## config.mk

```make
export PLATFORM = sky130hd
export DESIGN_NAME = ram_read_sequencer
export DESIGN_NICKNAME = d
export VERILOG_FILES = /design/src/rtl/ram_read_sequencer.sv
export SDC_FILE = /design/constraint.sdc
export NUM_CORES = 1
export LEC_CHECK = 0
export CAP_MARGIN = 30
export CORE_MARGIN = 2
export CORE_UTILIZATION = 30
export CTS_CLUSTER_SIZE = 12
export DETAILED_ROUTE_END_ITERATION = 6
export MAX_ROUTING_LAYER = met4
export SYNTH_ARGS = -nofsm -noshare
export SYNTH_HDL_FRONTEND = slang
export SYNTH_SLANG_ARGS = --single-unit
```

## constraint.sdc

```tcl
create_clock -name read_clk -period 2.6 [get_ports read_clk]
set_input_delay 0.26 -clock read_clk [delete_from_list [all_inputs] [get_ports read_clk]]
set_output_delay 0.26 -clock read_clk [all_outputs]
set_load 0.005 [all_outputs]
```

## src/rtl/ram_read_sequencer.sv

```systemverilog
// Read-side burst engine: sweeps a wrap-around address range on the RAM read port,
// tracks the 2-cycle RAM latency and delivers words through a credit-limited skid FIFO.
module ram_read_sequencer #(
  parameter int DW        = 8,
  parameter int AW        = 6,
  parameter int BUF_DEPTH = 4
) (
  input  logic          read_clk,
  input  logic          rst,
  input  logic          start,
  input  logic [AW-1:0] start_addr,
  input  logic [AW:0]   length,
  output logic          busy,
  output logic          done,
  output logic [AW-1:0] read_addr,
  input  logic [DW-1:0] q,
  output logic [DW-1:0] out_data,
  output logic          out_valid,
  input  logic          out_ready
);

  localparam int CW = $clog2(BUF_DEPTH + 1);
  localparam int PW = (BUF_DEPTH > 1) ? $clog2(BUF_DEPTH) : 1;
  localparam logic [AW:0] MAX_LEN = {1'b1, {AW{1'b0}}};

  typedef enum logic [1:0] {IDLE, RUN, DRAIN} state_t;

  state_t        state;
  logic [AW:0]   len;
  logic [AW:0]   issued;
  logic [AW:0]   popped;
  logic          s1;
  logic          s2;
  logic [DW-1:0] mem [BUF_DEPTH];
  logic [PW-1:0] wr_ptr;
  logic [PW-1:0] rd_ptr;
  logic [CW-1:0] buf_count;

  logic [AW:0]   len_clamped;
  logic [CW:0]   inflight;
  logic          issue;
  logic          push;
  logic          pop;
  logic          last_issue;
  logic          last_pop;

  always_comb begin
    len_clamped = (length > MAX_LEN) ? MAX_LEN : length;
    // Reads already launched plus words buffered must fit in the FIFO.
    inflight    = (CW+1)'(s1) + (CW+1)'(s2) + (CW+1)'(buf_count);
    issue       = (state == RUN) && (issued != len) && (inflight < (CW+1)'(BUF_DEPTH));
    push        = s2;
    out_valid   = (buf_count != '0);
    pop         = out_valid && out_ready;
    out_data    = mem[rd_ptr];
    last_issue  = issue && (issued == len - 1'b1);
    last_pop    = pop && (state != IDLE) && (popped == len - 1'b1);
  end

  always_ff @(posedge read_clk or posedge rst) begin
    if (rst) begin
      state     <= IDLE;
      len       <= '0;
      issued    <= '0;
      popped    <= '0;
      s1        <= 1'b0;
      s2        <= 1'b0;
      wr_ptr    <= '0;
      rd_ptr    <= '0;
      buf_count <= '0;
      read_addr <= '0;
      busy      <= 1'b0;
      done      <= 1'b0;
      for (int unsigned i = 0; i < BUF_DEPTH; i++) mem[i] <= '0;
    end else begin
      done <= 1'b0;
      s1   <= issue;
      s2   <= s1;

      if (push) begin
        mem[wr_ptr] <= q;
        wr_ptr      <= wr_ptr + 1'b1;
      end
      if (pop) begin
        rd_ptr <= rd_ptr + 1'b1;
        popped <= popped + 1'b1;
      end
      if (push && !pop)      buf_count <= buf_count + 1'b1;
      else if (pop && !push) buf_count <= buf_count - 1'b1;

      if (issue) begin
        read_addr <= read_addr + 1'b1;
        issued    <= issued + 1'b1;
      end

      case (state)
        IDLE: begin
          if (start) begin
            if (len_clamped == '0) begin
              done <= 1'b1;
            end else begin
              state     <= RUN;
              busy      <= 1'b1;
              read_addr <= start_addr;
              len       <= len_clamped;
              issued    <= '0;
              popped    <= '0;
            end
          end
        end
        RUN: begin
          if (last_pop) begin
            state <= IDLE;
            busy  <= 1'b0;
            done  <= 1'b1;
          end else if (last_issue) begin
            state <= DRAIN;
          end
        end
        DRAIN: begin
          if (last_pop) begin
            state <= IDLE;
            busy  <= 1'b0;
            done  <= 1'b1;
          end
        end
        default: state <= IDLE;
      endcase
    end
  end

endmodule
```

==> reports/metrics.yaml <==
setup_path:
  r2r_setup_slack_ns: 0.25
  critPathArrivalTime_ns: 2.61
  worstReg2RegEnd: "issued[5]"
  max_stage_delay_ns: 0.43
  worst-r2r-cell-count: 8
  r2r_start: "buf_count[0]"
  path_cells: "ha_1, a21o_1, a21oi_1, o41ai_4, inv_2, nand4_1, or3_1, a21oi_1"
  end_kind: "flop"
  cp.required_ns: 2.86
  cp_max_fo: 12
  crit_slowest_cell: "dfrtp_1"
  crit_type: "flop to flop"
  crit_top_cell: "a21oi_1"
  worstSetupStartpointType: "flop"
timing:
  setup_viol_count_final: 0
  skew_ns: 0.005993
  hold_viol_final: 0
  max_freq_ghz: 0.4252
  min_period_ns: 2.352
  fin_crit_sh_pct: 90.46
  drv_slew: 0
  timing.setup.tns_ns: 0
  relSlewSlack_pct: 62.60
  tightest_slew_ns: 0.5611
  rsz0062_at_grt: "false"
clock_network:
  h-tree-depth: 3
  insertion_delay_ns: 0.33
  cts_setup_buffers: 0
  cts-root-buf: "clkbuf_16"
  clk_pin_slew_worst_paths_ns: 0.06
  clock_path_buffers: 2
  postCtsResizedCells: 0
  holdBufCountCts: 0
  cts_buffers: 9
  cts_tree: "yes"
  clock-sinks: 72
route:
  routedWlPerCell_um: 13.97
  num_vias: 2559
  drcViolationCount: 0
  dr.pass1.iters: 4
  via_per_inst: 4.661
  ant_nets: 0
  drtIter0Drc: 100
  wl_um: 7667
power:
  peakVddDrop_mv: 0.3962
  p_per_area_mw_per_mm2: 1164
  p_leak_nw: 1.972
logic_synthesis:
  yosysUniqueCellTypes: 49
  synth_seq_cells: 72
  yosysWarnings: 0
  synth_area_mm2: 0.003796
  synthCells: 327
  seq_area_frac_synth_pct: 47.46
  syn_avg_cell_area_um2: 11.61
  synth_nets: 367
  async_reset_ff_share_pct: 100.0
  synth-main-ff-cell: "dfrtp_1"
  synth-edff-count: 0
global_routing:
  grt_first_pass_wirelength_um: 12990
  overflow: 0
  top_usage_layer: "met2"
  use_met2_pct: 20.31
  antenna_found_initial: 0
  grt_max_degree: 73
  grt_usage_pct: 12.85
  use_met3_pct: 3.892
  grt_use_met1_pct: 15.49
  first_global_vias: 2640
die:
  design.core.area_mm2: 0.01247
  dieArea_mm2: 0.01357
  io_pins: 42
  initial_core_util_pct: 30.45
  die_h_um: 116.5
  die_w_um: 116.5
  rows: 41
placed_design:
  portBuffers: 41
  dp_hpwl_um: 5450
  placed_cell_area_mm2: 0.004410
  dpl.cell_count: 533
  gp_congestion: 0.8365
status:
  status: "finished, final reports clean"
final_layout:
  postLayoutCellArea_mm2: 0.004717
  nets: 412
  layout-drive-gt1-share_pct: 20.16
  final_common_cell: "dfrtp_1"
  layout_common_cells: "72 x dfrtp_1, 41 x clkdlybuf4s50_1, 40 x nand2_1"
  diodes: 0
  final.fill_count: 1232
  syn_to_final_growth_pct: 24.26
  fin_cells: 549
run:
  max_cap_viol_count: 0
worst_hold_path:
  hold_path_class: "input pin to async pin"
-- synth_stat cells (3+ instances only) --
cell | instances | area share, %
buf_2 | 3 | 0.40
inv_1 | 10 | 0.99
nor2_1 | 15 | 1.5
buf_6 | 3 | 0.89
a21oi_1 | 6 | 0.79
mux4_2 | 8 | 4.7
o21ai_0 | 5 | 0.66
clkbuf_1 | 7 | 0.69
nand3b_1 | 4 | 0.79
a31oi_1 | 3 | 0.49
nand4_1 | 8 | 1.3
xor2_1 | 20 | 4.6
nor3_1 | 3 | 0.40
nand3_1 | 4 | 0.53
or3_1 | 4 | 0.66
mux2_2 | 33 | 9.8
dfrtp_1 | 72 | 47
ha_1 | 14 | 4.6
nand2b_1 | 5 | 0.82
xnor2_1 | 19 | 4.4
o21ai_1 | 7 | 0.92
nand2_1 | 40 | 4.0
-- power by group --
part / switching [W] / internal (W)
sequential: 0.000444 / 0.00157
combinational: 0.000892 / 0.00132
clock: 0.000488 / 0.000772
-- cell type report --
type | count | area (um^2) | area share, %
multi-input combinational | 229 | 1873 | 39.71
sequential | 72 | 1802 | 38.20
timing repair buffer | 48 | 475.5 | 10.08
clock buffer | 10 | 239.0 | 5.066
tap | 172 | 215.2 | 4.562
clock inverter | 6 | 67.56 | 1.432
inverter | 12 | 45.04 | 0.9549
-- through the flow --
step	total power, W	hold WS [ns]	setup slack (ns)	utilization (%)
floorplan	0.003499	0.3597	0.3505	-
global placement	0.004204	0.3675	0.3006	35.38
global route	0.005900	0.3730	0.06521	37.84
CTS	0.005557	0.3532	0.2122	37.84
detailed placement	0.004273	0.3753	0.2178	35.38
finish	0.005489	0.3395	0.2481	37.84
-- registers in the layout (all words and copies together), names as in the netlist --
signal,flops
issued,7
rd_ptr,2
done,1
read_addr,6
s1,1
mem,32
popped,7
state,2
busy,1
wr_ptr,2
len,7
push,1
buf_count,3
-- worst max-delay path: cells and delay by family (launching register included) --
| family | cells | cell delay [ns] |
|---|---|---|
| simple gates | 2 | 0.57 |
| fa+ha+maj | 1 | 0.29 |
| compound gates | 4 | 0.76 |
| buf+inv | 1 | 0.22 |
| flops | 1 | 0.43 |
-- kinds of logic after synthesis --
kind of cell    Yosys count  synth area share (%)
flops                    72                 47.46
compound gates           35                 6.658
xor+xnor                 40                 9.591
fa+ha+maj                15                 5.142
buf+inv                  26                 3.263
mux                      41                 14.54
simple gates             98                 13.35
-- how the worst max path moves through the flow --
stage	depth (start not counted)	slack, ns	endpoint	startpoint
global placement	8	0.30	issued[6]	buf_count[0]
detailed placement	8	0.22	issued[6]	buf_count[0]
floorplan	10	0.35	buf_count[2]	buf_count[1]
CTS	8	0.21	issued[5]	buf_count[0]
global route	8	0.07	issued[6]	buf_count[0]
finish	8	0.25	issued[5]	buf_count[0]
-- routing by layer --
| metal | routed length [um] | vias to the layer above |
|---|---|---|
| met5 | 0 | - |
| met4 | 179 | 0 |
| met3 | 365 | 13 |
| met2 | 3559 | 71 |
| met1 | 3562 | 1245 |
| li1 | - | 1230 |
No activity file was read; power rests on OpenSTA's default activity.
